`src/rtl/code_lock_pkg.sv`:
```
// Shared types, glyph constants and the one-hot index helper for the code lock.
package code_lock_pkg;

    // Top-level lock states.
    typedef enum logic [1:0] {
        LOCKED  = 2'd0,
        OPEN    = 2'd1,
        LOCKOUT = 2'd2,
        PROG    = 2'd3
    } state_t;

    // Active-low 7-segment glyphs, bit order {a,b,c,d,e,f,g}.
    localparam logic [6:0] SEG_L = 7'b1110001;
    localparam logic [6:0] SEG_U = 7'b1000001;
    localparam logic [6:0] SEG_E = 7'b0110000;
    localparam logic [6:0] SEG_P = 7'b0011000;

    // Widest symbol index supported (NUM_KEYS up to 16).
    localparam int SYM_W = 4;

    typedef struct packed {
        logic             valid;
        logic [SYM_W-1:0] idx;
    } onehot_idx_t;

    // Index of the single set bit; valid is low when zero or several bits are set.
    function automatic onehot_idx_t onehot_to_idx(input logic [15:0] v);
        onehot_idx_t r;
        int          n;
        r = '0;
        n = 0;
        for (int i = 0; i < 16; i++) begin
            if (v[i]) begin
                n++;
                r.idx = SYM_W'(i);
            end
        end
        r.valid = (n == 1);
        return r;
    endfunction

endpackage

```
`src/rtl/code_lock_fsm_if.sv`:
```
// Key/control inputs and status outputs of the code lock, grouped as one bundle.
interface code_lock_fsm_if #(
    parameter int NUM_KEYS = 4,
    parameter int CODE_LEN = 4
);
    logic [NUM_KEYS-1:0]               keys;
    logic                              relock;
    logic                              prog_req;
    logic [6:0]                        O;
    logic                              unlocked;
    logic                              locked_out;
    logic [$clog2(CODE_LEN+1)-1:0]     progress;

    // Driver side (keypad / test environment).
    modport master (
        output keys, relock, prog_req,
        input  O, unlocked, locked_out, progress
    );

    // Lock side.
    modport slave (
        input  keys, relock, prog_req,
        output O, unlocked, locked_out, progress
    );
endinterface

```
`src/rtl/key_event.sv`:
```
// Turns debounced key levels into single-key press events with a symbol index.
module key_event
    import code_lock_pkg::*;
#(
    parameter int NUM_KEYS = 4
) (
    input  logic                clk,
    input  logic                rst,
    input  logic [NUM_KEYS-1:0] keys_i,
    output logic                press_valid_o,
    output logic                press_bad_o,
    output logic [SYM_W-1:0]    sym_o
);

    logic [NUM_KEYS-1:0] keys_prev_q;
    logic [NUM_KEYS-1:0] rise;
    logic [15:0]         rise_ext;
    onehot_idx_t         oh;

    // Previous key levels; all ones in reset so a key held through reset is not a press.
    always_ff @(posedge clk) begin
        if (rst) keys_prev_q <= '1;
        else     keys_prev_q <= keys_i;
    end

    // Rising-edge detect and classification into valid / multi-key presses.
    always_comb begin
        rise                     = keys_i & ~keys_prev_q;
        rise_ext                 = '0;
        rise_ext[NUM_KEYS-1:0]   = rise;
        oh                       = onehot_to_idx(rise_ext);
        press_valid_o            = oh.valid;
        press_bad_o              = (rise != '0) && !oh.valid;
        sym_o                    = oh.idx;
    end

endmodule

```
`src/rtl/code_lock_fsm.sv`:
```
// Programmable key-code lock with failed-attempt lockout and auto/explicit relock.
module code_lock_fsm
    import code_lock_pkg::*;
#(
    parameter int NUM_KEYS       = 4,
    parameter int CODE_LEN       = 4,
    parameter     DEFAULT_CODE   = 8'hE4,
    parameter int MAX_TRIES      = 3,
    parameter int LOCKOUT_CYCLES = 1000,
    parameter int OPEN_CYCLES    = 0
) (
    input  logic            clk,
    input  logic            rst,
    code_lock_fsm_if.slave  bus
);

    localparam int KEY_W = (NUM_KEYS > 2) ? $clog2(NUM_KEYS) : 1;
    localparam int CW    = CODE_LEN * KEY_W;
    localparam int PW    = $clog2(CODE_LEN + 1);
    localparam int FW    = $clog2(MAX_TRIES + 1);
    localparam int LW    = (LOCKOUT_CYCLES > 1) ? $clog2(LOCKOUT_CYCLES) : 1;
    localparam int OW    = (OPEN_CYCLES > 1) ? $clog2(OPEN_CYCLES) : 1;

    localparam logic [LW-1:0] LOCK_LOAD = LW'(LOCKOUT_CYCLES - 1);
    localparam logic [OW-1:0] OPEN_LOAD = OW'((OPEN_CYCLES > 0) ? OPEN_CYCLES - 1 : 0);

    state_t           state_q, state_d;
    logic [CW-1:0]    code_q, code_d;
    logic [PW-1:0]    progress_q, progress_d;
    logic [FW-1:0]    fail_q, fail_d;
    logic [LW-1:0]    lock_tmr_q, lock_tmr_d;
    logic [OW-1:0]    open_tmr_q, open_tmr_d;

    logic             press_valid;
    logic             press_bad;
    logic [SYM_W-1:0] sym;

    key_event #(.NUM_KEYS(NUM_KEYS)) u_key_event (
        .clk           (clk),
        .rst           (rst),
        .keys_i        (bus.keys),
        .press_valid_o (press_valid),
        .press_bad_o   (press_bad),
        .sym_o         (sym)
    );

    // Code symbol at a given position, zero-extended to the press symbol width.
    function automatic logic [SYM_W-1:0] sym_at(input logic [CW-1:0] code,
                                                input logic [PW-1:0] idx);
        logic [SYM_W-1:0] r;
        r = '0;
        for (int i = 0; i < CODE_LEN; i++) begin
            if (idx == PW'(i)) r = SYM_W'(code[i*KEY_W +: KEY_W]);
        end
        return r;
    endfunction

    // State, code and counter registers; reset also restores the default code.
    always_ff @(posedge clk) begin
        if (rst) begin
            state_q    <= LOCKED;
            code_q     <= CW'(DEFAULT_CODE);
            progress_q <= '0;
            fail_q     <= '0;
            lock_tmr_q <= '0;
            open_tmr_q <= '0;
        end else begin
            state_q    <= state_d;
            code_q     <= code_d;
            progress_q <= progress_d;
            fail_q     <= fail_d;
            lock_tmr_q <= lock_tmr_d;
            open_tmr_q <= open_tmr_d;
        end
    end

    // Next-state logic: matching, lockout timing, open timeout and programming.
    always_comb begin
        state_d    = state_q;
        code_d     = code_q;
        progress_d = progress_q;
        fail_d     = fail_q;
        lock_tmr_d = lock_tmr_q;
        open_tmr_d = open_tmr_q;
        case (state_q)
            LOCKED: begin
                if (press_valid && sym == sym_at(code_q, progress_q)) begin
                    if (progress_q == PW'(CODE_LEN - 1)) begin
                        state_d    = OPEN;
                        progress_d = '0;
                        fail_d     = '0;
                        open_tmr_d = OPEN_LOAD;
                    end else begin
                        progress_d = progress_q + PW'(1);
                    end
                end else if (press_valid || press_bad) begin
                    // A wrong key may still be the first symbol of a fresh attempt.
                    progress_d = (press_valid && sym == sym_at(code_q, '0)) ? PW'(1) : '0;
                    if (fail_q == FW'(MAX_TRIES - 1)) begin
                        state_d    = LOCKOUT;
                        progress_d = '0;
                        fail_d     = FW'(MAX_TRIES);
                        lock_tmr_d = LOCK_LOAD;
                    end else begin
                        fail_d = fail_q + FW'(1);
                    end
                end
            end
            LOCKOUT: begin
                if (lock_tmr_q == '0) begin
                    state_d = LOCKED;
                    fail_d  = '0;
                end else begin
                    lock_tmr_d = lock_tmr_q - LW'(1);
                end
            end
            OPEN: begin
                if (bus.relock) begin
                    state_d = LOCKED;
                end else if (bus.prog_req) begin
                    state_d    = PROG;
                    progress_d = '0;
                end else if (OPEN_CYCLES != 0) begin
                    if (open_tmr_q == '0) state_d = LOCKED;
                    else                  open_tmr_d = open_tmr_q - OW'(1);
                end
            end
            PROG: begin
                if (bus.relock) begin
                    state_d    = LOCKED;
                    progress_d = '0;
                end else if (press_valid) begin
                    for (int i = 0; i < CODE_LEN; i++) begin
                        if (progress_q == PW'(i)) code_d[i*KEY_W +: KEY_W] = sym[KEY_W-1:0];
                    end
                    if (progress_q == PW'(CODE_LEN - 1)) begin
                        state_d    = LOCKED;
                        progress_d = '0;
                    end else begin
                        progress_d = progress_q + PW'(1);
                    end
                end
            end
            default: state_d = LOCKED;
        endcase
    end

    // Status outputs decoded from registered state only.
    always_comb begin
        bus.O          = SEG_L;
        bus.unlocked   = 1'b0;
        bus.locked_out = 1'b0;
        bus.progress   = progress_q;
        case (state_q)
            OPEN:    begin bus.O = SEG_U; bus.unlocked   = 1'b1; end
            LOCKOUT: begin bus.O = SEG_E; bus.locked_out = 1'b1; end
            PROG:    bus.O = SEG_P;
            default: bus.O = SEG_L;
        endcase
    end

endmodule

```
`src/flat_wrapper.sv`:
```
// flat-port wrapper written by rule: the top's interface ports become plain ports
module code_lock_fsm_flat import code_lock_pkg::*;
#(
    parameter int NUM_KEYS       = 4,
    parameter int CODE_LEN       = 4,
    parameter     DEFAULT_CODE   = 8'hE4,
    parameter int MAX_TRIES      = 3,
    parameter int LOCKOUT_CYCLES = 1000,
    parameter int OPEN_CYCLES    = 0
)
  (clk, rst, bus_keys, bus_relock, bus_prog_req, bus_O, bus_unlocked, bus_locked_out, bus_progress);
  code_lock_fsm_if #(.NUM_KEYS(NUM_KEYS), .CODE_LEN(CODE_LEN)) bus_i ();
  input  logic clk;
  input  logic rst;
  input wire logic [$bits(bus_i.keys)-1:0] bus_keys;
  input wire logic [$bits(bus_i.relock)-1:0] bus_relock;
  input wire logic [$bits(bus_i.prog_req)-1:0] bus_prog_req;
  output wire logic [$bits(bus_i.O)-1:0] bus_O;
  output wire logic [$bits(bus_i.unlocked)-1:0] bus_unlocked;
  output wire logic [$bits(bus_i.locked_out)-1:0] bus_locked_out;
  output wire logic [$bits(bus_i.progress)-1:0] bus_progress;
  assign bus_i.keys = bus_keys;
  assign bus_i.relock = bus_relock;
  assign bus_i.prog_req = bus_prog_req;
  assign bus_O = bus_i.O;
  assign bus_unlocked = bus_i.unlocked;
  assign bus_locked_out = bus_i.locked_out;
  assign bus_progress = bus_i.progress;
  code_lock_fsm #(.NUM_KEYS(NUM_KEYS), .CODE_LEN(CODE_LEN), .DEFAULT_CODE(DEFAULT_CODE), .MAX_TRIES(MAX_TRIES), .LOCKOUT_CYCLES(LOCKOUT_CYCLES), .OPEN_CYCLES(OPEN_CYCLES)) u_core (.clk(clk), .rst(rst), .bus(bus_i));
endmodule
```
`config.mk`:
```
export PLATFORM = sky130hd
export DESIGN_NAME = code_lock_fsm_flat
export DESIGN_NICKNAME = d
export VERILOG_FILES = /design/src/rtl/code_lock_pkg.sv /design/src/rtl/code_lock_fsm_if.sv /design/src/rtl/key_event.sv /design/src/rtl/code_lock_fsm.sv /design/src/flat_wrapper.sv
export SDC_FILE = /design/constraint.sdc
export NUM_CORES = 1
export LEC_CHECK = 0
export ABC_AREA = 0
export CAP_MARGIN = 30
export CORE_UTILIZATION = 40
export CTS_CLUSTER_SIZE = 12
export DETAILED_ROUTE_END_ITERATION = 10
export GPL_TIMING_DRIVEN = 0
export HOLD_SLACK_MARGIN = 0.1
export SETUP_SLACK_MARGIN = 0.15
export SLEW_MARGIN = 40
export SYNTH_ARGS = -nofsm -noshare
export SYNTH_HDL_FRONTEND = slang
export SYNTH_SLANG_ARGS = --single-unit
```
`constraint.sdc`:
```
create_clock -name clk -period 4.5 [get_ports clk]
set_input_delay 1.35 -clock clk [delete_from_list [all_inputs] [get_ports clk]]
set_output_delay 1.35 -clock clk [all_outputs]
set_load 0.1 [all_outputs]
```
== After elaboration in Yosys (flattened, before gate mapping) ==
Index checks and enable logic that the tools add are counted.
Cells by class
  add/subtract/negate cells: 6
  equality and inequality tests: 23
  multiplexer cells: 48
  bitwise gates (word level): 3
  reduce and logical (&&, ||, !) cells: 19
Operators with widths (number)
  adder 32 x 2 -> 32 bit (second input constant): 3
  two-way mux 32 bit: 3
  two-way mux 10 bit: 4
  two-way mux 2 bit: 17
  equality test 32 x 2 -> 1 bit (second input constant): 1
  two-way mux 3 bit: 8
  two-way mux 4 bit: 6
  case mux 7 bit (3 select lines): 1
  case mux 10 bit (2 select lines): 1
  AND reduction 4 bit: 5
  zero test 10 bit: 1
  AND reduction 5 bit: 2
  subtractor 10 x 1 -> 10 bit (second input constant): 1
  != test 3 x 2 -> 1 bit (second input constant): 3
  case mux 3 bit (3 select lines): 1
  equality test 4 bit: 2
  != test 2 bit (second input constant): 4
  case mux 2 bit (4 select lines): 1
  AND reduction 7 bit: 1
  equality test 2 bit (second input constant): 3
  equality test 3 x 2 -> 1 bit (second input constant): 2
  != test 2 x 1 -> 1 bit (second input constant): 3
  != test 3 x 1 -> 1 bit (second input constant): 2
  two-way mux 1 bit: 5
  other kinds (17): 19
Storage, ports and cells
  flip-flop bits (word level): 29
  output and inout port bits: 12

== Logic depth before layout (Yosys ltp) ==
Gate-level depths: netlist (run 1).
  depth after elaboration: 23
  depth in mapped cells: 11
  depth with buffers taken out: 9

== Hierarchy ==
From an unflattened synthesis (run 1), not the netlist that was laid out.
Unflattened totals
  cell total of the unflattened synthesis: 273
  area total of the unflattened synthesis: 2085.8 µm²
Modules (own cells, without submodules)
  code_lock_fsm: instances 1, cells an instance 235, area an instance 1789.2 µm², sequential area each 500.5 µm²
  key_event: instances 1, cells an instance 38, area an instance 296.5 µm², sequential area each 80.1 µm²

== Worst setup path before layout (run 1) ==
OpenSTA, ideal clock, no wires.
  kind: flip-flop to output port
  start point: register u_core.state_q[1]
  end point: output port bus_O[3]
  arrival: 2.457 ns
  required time: 3.150 ns
  path slack: 0.693 ns
  cell stages (with the launch flop): 4
  buffers on the path: 1
  cells stage by stage: dfxtp_1 buf_2 inv_1 nor2_1
On the way
  longest elaborated chain between the ends: 2
RTL lines
  start, declared: RTL line code_lock_fsm.sv:27  | state_t state_q, state_d;
  start signal, assigned: RTL line code_lock_fsm.sv:68  | state_q <= state_d;
  equality test 2 bit / equality test 2 x 1 -> 1 bit (equally long branches): RTL line code_lock_fsm.sv:154  | case (state_q)
  case mux 7 bit (3 select lines) *: RTL line code_lock_fsm.sv:154
  end, declared: RTL line flat_wrapper.sv:18  | output wire logic [$bits(bus_i.O)-1:0] bus_O;
Mark *: on every way between the ends. The rest lies on a longest branch, timed or not.

== Final worst setup path (run 1) ==
  start point: input port bus_keys[1]
  end point: register u_core.lock_tmr_q[1]
On the way
  longest elaborated chain between the ends: 12
RTL lines
  start, declared: RTL line flat_wrapper.sv:15  | input wire logic [$bits(bus_i.keys)-1:0] bus_keys;
  AND 4 bit *: RTL line key_event.sv:28  | rise = keys_i & ~keys_prev_q;
  two-way mux 32 bit: RTL line code_lock_pkg.sv:33  | if (v[i]) begin
  adder 32 x 2 -> 32 bit: RTL line code_lock_pkg.sv:34  | n++;
  two-way mux 32 bit: RTL line code_lock_pkg.sv:33
  adder 32 x 2 -> 32 bit: RTL line code_lock_pkg.sv:34
  two-way mux 32 bit: RTL line code_lock_pkg.sv:33
  equality test 32 x 2 -> 1 bit: RTL line code_lock_pkg.sv:38  | r.valid = (n == 1);
  zero test 1 bit: RTL line key_event.sv:33  | press_bad_o = (rise != '0) && !oh.valid;
  logical AND 1 bit: RTL line key_event.sv:33
  logical OR 1 bit: RTL line code_lock_fsm.sv:96  | end else if (press_valid || press_bad) begin
  != test 2 x 1 -> 1 bit (no line)
  AND reduction 5 bit (no line) *
  end signal, assigned: RTL line code_lock_fsm.sv:72  | lock_tmr_q <= lock_tmr_d;
  end, declared: RTL line code_lock_fsm.sv:31  | logic [LW-1:0] lock_tmr_q, lock_tmr_d;
Marked as above.
A chain may end at the register's enable or synchronous reset.

==> results of run 1 <==
## power breakdown
group	switching [mW]	internal, mW
registers	0.0163	0.276
logic	0.167	0.108
clock network	0.0946	0.110
## synth_stat cells, types with 4 or more instances
master / number / area, um^2
dfxtp_1: 29 / 580.6
nor2_1: 19 / 71.32
inv_1: 15 / 56.30
nand2_1: 14 / 52.55
nor3_1: 13 / 65.06
a21oi_1: 11 / 55.05
o21ai_0: 11 / 55.05
ha_1: 8 / 100.1
nor2b_1: 8 / 50.05
mux2i_1: 7 / 70.07
nand3_1: 7 / 35.03
o211ai_1: 7 / 52.55
clkbuf_1: 6 / 22.52
buf_4: 5 / 37.54
nand2b_1: 5 / 31.28
o2111ai_1: 5 / 43.79
o21a_1: 5 / 37.54
o32ai_1: 5 / 43.79
or2_2: 5 / 31.28
buf_2: 4 / 20.02
o21ai_1: 4 / 20.02
## kinds of logic (layout without fill, tap and decap cells)
logic type / Yosys count / after routing / share of synthesized area (%)
AOI/OAI and AO/OA: 76 / 76 / 28.67
xor gates and xnor gates: 5 / 5 / 2.517
adders and majority gates: 8 / 8 / 4.911
buffers and inverters: 30 / 58 / 6.691
DFF: 29 / 29 / 28.48
muxes: 7 / 7 / 3.438
other: 1 / 2 / 0.1840
and+or+nand+nor: 89 / 89 / 25.11
## worst reg2reg max path: stages (launching register included)
cell and delay, ns:
dfxtp_1 0.30, nand2b_1 0.19, ha_1 0.42, xnor2_1 0.17, ha_1 0.32, or3_4 0.40
a21oi_4 0.21, o21ai_2 0.14, o41ai_4 0.50, a221oi_1 0.14
## final cells by class
class	instances	area, um^2
Fill cell	518	2457
Multi-Input combinational cell	187	1336
Sequential cell	29	580.6
Timing Repair Buffer	20	142.6
Tap cell	67	83.83
Clock buffer	8	80.08
Buffer	15	80.08
Inverter	15	56.30
## sequential cells by signal (all words and copies together), names as in the netlist
signal and cells:
u_core.fail_q 2, u_core.u_key_event.keys_prev_q 4, u_core.state_q 2, u_core.lock_tmr_q 10
u_core.bus.progress 3, u_core.code_q 8
## routing by layer
| metal | vias up | routed length [um] | GRT usage (%) |
|---|---|---|---|
| li1 | 958 | - | - |
| met1 | 880 | 2380 | 27.24 |
| met2 | 37 | 2276 | 30.35 |
| met3 | 9 | 200 | 3.704 |
| met4 | 0 | 75 | 7.051 |
| met5 | - | 0 | 0 |
## timing repair
action | in CTS | in global routing
endpoints found under the setup margin | 0 | 8
gates resized for setup | 0 | 1
buffers inserted | 0 | 3
## worst paths after layout
check	from	end	slack, ns	cells after the start
min	u_core.fail_q[1]	u_core.fail_q[1]	0.50	2
max	bus_keys[1]	u_core.lock_tmr_q[1]	0.37	10
min reg2reg	u_core.fail_q[1]	u_core.fail_q[1]	0.50	2
max reg2reg	u_core.u_key_event.keys_prev_q[1]	u_core.lock_tmr_q[1]	1.55	9
## per-stage QoR
| step | worst slack, ns | cells |
|---|---|---|
| 3_5_place_dp | -0.1149 | 330 |
| 3_3_place_gp | -0.1015 | 330 |
| 2_1_floorplan | 0.6932 | 246 |
| 6_report | 0.3742 | 341 |
| 4_1_cts | 0.1679 | 338 |
| 5_1_grt | 0.2259 | 341 |
## cells in the final DEF, fill, tap and decap left out, types with 2 or more instances in the layout
master | synthesis | final
dfxtp_1 | 29 | 29
nor2_1 | 19 | 19
inv_1 | 15 | 15
buf_2 | 4 | 14
nand2_1 | 14 | 14
nor3_1 | 13 | 13
o21ai_0 | 11 | 11
a21oi_1 | 11 | 11
clkbuf_1 | 6 | 9
buf_4 | 5 | 8
nor2b_1 | 8 | 8
ha_1 | 8 | 8
nand3_1 | 7 | 7
mux2i_1 | 7 | 7
o211ai_1 | 7 | 7
clkdlybuf4s50_1 | 0 | 7
nand2b_1 | 5 | 5
o21a_1 | 5 | 5
o2111ai_1 | 5 | 5
or2_2 | 5 | 5
o32ai_1 | 5 | 5
clkbuf_8 | 0 | 5
o21ai_1 | 4 | 4
xnor2_1 | 3 | 3
a211oi_1 | 3 | 3
a221oi_1 | 3 | 3
or4_1 | 3 | 3
nand3b_1 | 2 | 2
a211o_1 | 2 | 2
nor3b_1 | 2 | 2
a21o_1 | 2 | 2
or4_4 | 2 | 2
conb_1 | 1 | 2
==> flow_summary_export.csv, run 1 <==
group,metric,value,unit
global_routing,antenna_found_initial,0,
worst_setup_path,cpMostUsedCell,"ha_1",
die,fp.dieW,73.38,um
timing,finalMaxSlewViolations,0,
die,pin_count,20,
global_routing,grt_pass1_wl,8038,um
detailed_routing,post-route-drc-count,0,
timing,rsz0062_at_grt,"false",
placed_design,postPlaceCellArea,2246,um^2
finish,drive_above_1_share,17.52,%
power,peakVddDrop,0.1739,mV
detailed_routing,ant_nets,0,
worst_setup_path,path_class,"input port to flop",
placed_design,gp_congestion,0.7497,
clock_network,clk_pin_slew_worst_paths,0.06,ns
timing,hold-worst-slack,0.4972,ns
detailed_routing,dr_total_vias,1884,
logic_synthesis,synth-async-reset-ratio,0,%
global_routing,grt_start_max_net_pins,11,
logic_synthesis,synthCells,245,
timing,clock.fmax,242.4,MHz
timing,hold_viol,0,
clock_network,cts.sinks,29,
clock_network,cts_hold_buf,0,
global_routing,grt_pass1_vias,1660,
placed_design,io_buffers,17,
die,core,4817,um^2
finish,diodes,0,
finish,syn2layout_area_growth,15.78,%
worst_setup_path,crit_family,"compound AO/OA/AOI/OAI gates",
worst_setup_path,cp_slowest_cell,"o41ai_4",
clock_network,cts_buffer_depth,2,
logic_synthesis,ys_ff_latch,29,
outcome,status,"finished, final reports clean",
clock_network,numCtsBuffers,5,
clock_network,htreeDepth,2,
clock_network,clockRootBuffer,"clkbuf_8",
logic_synthesis,synth_edf_count,0,
worst_setup_path,crit_arrival,4.25,ns
detailed_routing,drt_iter0_drc,115,
power,p_leak,0.8873,nW
timing,worst_pin_slew,0.6678,ns
worst_setup_path,worst_setup_path_start_kind,"input port",
logic_synthesis,ys_types,60,
worst_setup_path,cp.required,4.63,ns
clock_network,worstSkewPairLatency,0.28,ns
finish,nNetsFinal,289,
die,start_util,42.31,%
global_routing,track_usage,19.65,%
global_routing,gr-total-overflow,0,
timing,fin_skew,0.007220,ns
worst_hold_path,hold_class,"flop to flop",
logic_synthesis,syn_area,2038,um^2
finish,post-route-util,48.99,%
worst_setup_path,cp-end-kind,"flop",
worst_setup_path,slowest_delay,0.50,ns
detailed_routing,wire_per_inst,14.47,um
timing,min_period,4.126,ns
worst_setup_path,worstPathCellList,"clkdlybuf4s50_1 > nand2b_1 > ha_1 > xnor2_1 > ha_1 > or3_4 > a21oi_4 > o21ai_2 > o41ai_4 > a221oi_1",
die,num_rows,25,
worst_setup_path,cp_num_buf_inv,1,
clock_network,cts_tree,"built",
detailed_routing,drt_pass1_iterations,5,
logic_synthesis,syn_area_per_cell,8.319,um^2
finish,final_area,2360,um^2
timing,setup_viol,0,
logic_synthesis,yosysSeqAreaShare,28.48,%
power,p_total,771.3,uW
timing,tns,0,ns
die,die_area,5385,um^2
die,die_h,73.38,um
placed_design,hpwl,3482,um
detailed_routing,wirelength,4933,um
job,maxCapViolations,0,
detailed_routing,vias_per_cell,5.525,
logic_synthesis,yosys_warnings,0,
logic_synthesis,synth_flop_cell,"dfxtp_1",
worst_setup_path,path_max_fanout,5,
timing,maxSlewHeadroom,55.01,%
timing,fin_crit_sh,91.68,%
power,power_density,326.9,nW/um^2
Note: power is estimated with default switching activity, not from simulation.
==> inputs of run 2 (changes only) <==
--- a/config.mk
+++ b/config.mk
@@ -7,7 +7,7 @@
 export LEC_CHECK = 0
 export ABC_AREA = 0
 export CAP_MARGIN = 30
-export CORE_UTILIZATION = 40
+export CORE_UTILIZATION = 28
 export CTS_CLUSTER_SIZE = 12
 export DETAILED_ROUTE_END_ITERATION = 10
 export GPL_TIMING_DRIVEN = 0
==> run 2 against run 1 <==
Power increased by 3.0%. Cell count increased by 9.1%. Global-route usage decreased by 5.4 points. Wire length increased by 5.3%. Sequential share of layout area decreased by 0.66 points. Combinational power increased by 2%. First-iteration DRC count decreased by 1.7%. Largest power group unchanged. Highest routed layer unchanged.
==> flow_summary_export.csv, run 2 (same netlist as run 1, synthesis figures left out) <==
group,metric,value,unit
finish,final_common_cell,"dfxtp_1",
die,die_h,87.32,um
worst_setup_path,rrSetupSlack,1.46,ns
finish,final_cells,372,
worst_setup_path,rr_worst_depth,9,
placed_design,dp_cells,359,
placed_design,hpwl,3715,um
timing,clock.fmax,237.6,MHz
finish,top_regs,"u_core.lock_tmr_q (10), u_core.code_q (8), u_core.u_key_event.keys_prev_q (4)",
worst_setup_path,cp-end-kind,"flop",
finish,diodes,0,
die,die_area,7625,um^2
timing,fin_crit_sh,93.52,%
worst_setup_path,cp.required,4.70,ns
timing,finalWorstSetupSlack,0.2914,ns
clock_network,cts_buffer_depth,2,
finish,post-route-util,35.11,%
worst_setup_path,slowest_delay,0.49,ns
clock_network,numCtsBuffers,5,
worst_setup_path,worst_setup_path_start_kind,"input port",
detailed_routing,drt_pass1_iterations,4,
detailed_routing,vias_per_cell,5.199,
power,peakVddDrop,0.1666,mV
global_routing,grt_pass1_vias,1829,
timing,worst_pin_slew,0.6812,ns
power,power_density,327.7,nW/um^2
clock_network,cts.sinks,29,
worst_setup_path,crit_arrival,4.41,ns
global_routing,track_usage,14.23,%
outcome,status,"finished, final reports clean",
detailed_routing,ant_nets,0,
timing,finalMaxSlewViolations,0,
worst_hold_path,hold_class,"flop to flop",
worst_setup_path,worstPathCellList,"clkdlybuf4s50_1 > nand2b_1 > ha_1 > xnor2_1 > ha_1 > or3_4 > a21oi_4 > o21ai_2 > o41a_1 > o32ai_1",
worst_hold_path,min_to,"u_core.lock_tmr_q[9]",
worst_setup_path,path_max_fanout,7,
global_routing,antenna_found_initial,0,
global_routing,grt_start_max_net_pins,11,
timing,rsz0062_at_grt,"false",
timing,maxSlewHeadroom,54.49,%
clock_network,cts_tree,"built",
worst_setup_path,reg2reg_to,"u_core.fail_q[1]",
clock_network,clk_pin_slew_worst_paths,0.07,ns
finish,final_cell_mix,"dfxtp_1 (29), nor2_1 (19), inv_1 (15), buf_2 (14), nand2_1 (14)",
finish,fill_cells,753,
timing,min_period,4.209,ns
finish,final_area,2425,um^2
detailed_routing,dr_total_vias,1934,
power,p_leak,0.9081,nW
worst_setup_path,worstReg2RegStart,"u_core.u_key_event.keys_prev_q[1]",
worst_setup_path,cp_num_buf_inv,1,
placed_design,postPlaceCellArea,2282,um^2
worst_setup_path,crit_family,"compound AO/OA/AOI/OAI gates",
job,maxCapViolations,0,
die,pin_count,20,
finish,largest_reg_flops,10,
worst_setup_path,cp_slowest_cell,"clkdlybuf4s50_1",
detailed_routing,drt_iter0_drc,113,
clock_network,cts_hold_buf,0,
placed_design,dp_slack,-0.1060,ns
worst_setup_path,path_class,"input port to flop",
detailed_routing,post-route-drc-count,0,
die,num_rows,30,
worst_setup_path,cpMostUsedCell,"ha_1",
finish,regMostFlops,"u_core.lock_tmr_q",
clock_network,htreeDepth,2,
die,fp.dieW,87.32,um
die,start_util,29.51,%
timing,fin_skew,0.008324,ns
finish,syn2layout_area_growth,18.97,%
detailed_routing,wire_per_inst,13.97,um
clock_network,worstSkewPairLatency,0.29,ns
worst_hold_path,hold_path_depth,2,
placed_design,gp_congestion,0.8012,
detailed_routing,wirelength,5196,um
timing,setup_viol,0,
die,core,6907,um^2
global_routing,gr-total-overflow,0,
worst_hold_path,hold_start,"u_core.lock_tmr_q[9]",
finish,drive_above_1_share,19.57,%
clock_network,clockRootBuffer,"clkbuf_8",
timing,hold_viol,0,
placed_design,io_buffers,17,
finish,nNetsFinal,291,
global_routing,grt_pass1_wl,8487,um
worst_setup_path,path_depth,10,
==> run 2: cell count changes in the layout (fill, tap and decap cells not counted), sizes merged <==
cell | before | now
clkbuf | 14 | 11
clkinvlp | 0 | 1
buf | 22 | 24
clkinv | 0 | 2
==> run 2: routing by layer <==
layer  track usage (%)  vias up  wire (um)  share of wire [%]
met5                 0        -          0                  0
met4             7.452        0        107                2.1
met3             2.749       11        204                3.9
met2             21.95       44       2303                 44
met1             18.70      913       2582                 50
li1                  -      966          -                  -
==> run 2: worst max path at each step <==
stage	from	to
final	bus_keys[1]	u_core.fail_q[1]
after CTS	bus_keys[1]	u_core.lock_tmr_q[8]
after global placement	bus_keys[1]	u_core.lock_tmr_q[1]
after floorplan	u_core.state_q[1]	bus_O[3]
after global routing	bus_keys[1]	u_core.bus.progress[0]
after detailed placement	bus_keys[1]	u_core.lock_tmr_q[8]
==> run 2: where the power goes <==
| group | internal (mW) | total, mW | switching [mW] |
|---|---|---|---|
| combinational | 0.111 | 0.281 | 0.171 |
| clock | 0.107 | 0.222 | 0.115 |
| sequential | 0.275 | 0.292 | 0.0164 |
| total | 0.492 | 0.795 | 0.302 |
==> run 2: repair_timing <==
action | CTS | global route
setup buffers | 0 | 5
setup endpoints to repair | 0 | 14
gates resized for setup | 0 | 2
==> run 2: through the flow <==
step	hold slack [ns]	power (mW)	TNS [ns]
2_1_floorplan	0.4453	0.5128	0
3_3_place_gp	0.4707	0.5676	-0.2565
3_5_place_dp	0.4782	0.5673	-0.4840
4_1_cts	0.4882	0.7895	0
5_1_grt	0.5237	0.8407	0
6_report	0.4855	0.7947	0
==> run 2: cell type report <==
class	count	area, um^2	share of cell area [%]
Multi-Input combinational cell	187	1344	55.42
Sequential cell	29	580.6	23.94
Timing Repair Buffer	22	157.7	6.502
Tap cell	96	120.1	4.954
Buffer	15	80.08	3.302
Clock buffer	5	68.82	2.838
Inverter	15	56.30	2.322
Clock inverter	3	17.52	0.7224
==> run 2: tightest hold or removal path, delay by kind of cell (launching register included) <==
kind / cells / cell delay, ns
flip-flops: 1 / 0.33
AND/OR/NAND/NOR: 1 / 0.06
AO/OA/AOI/OAI: 1 / 0.05
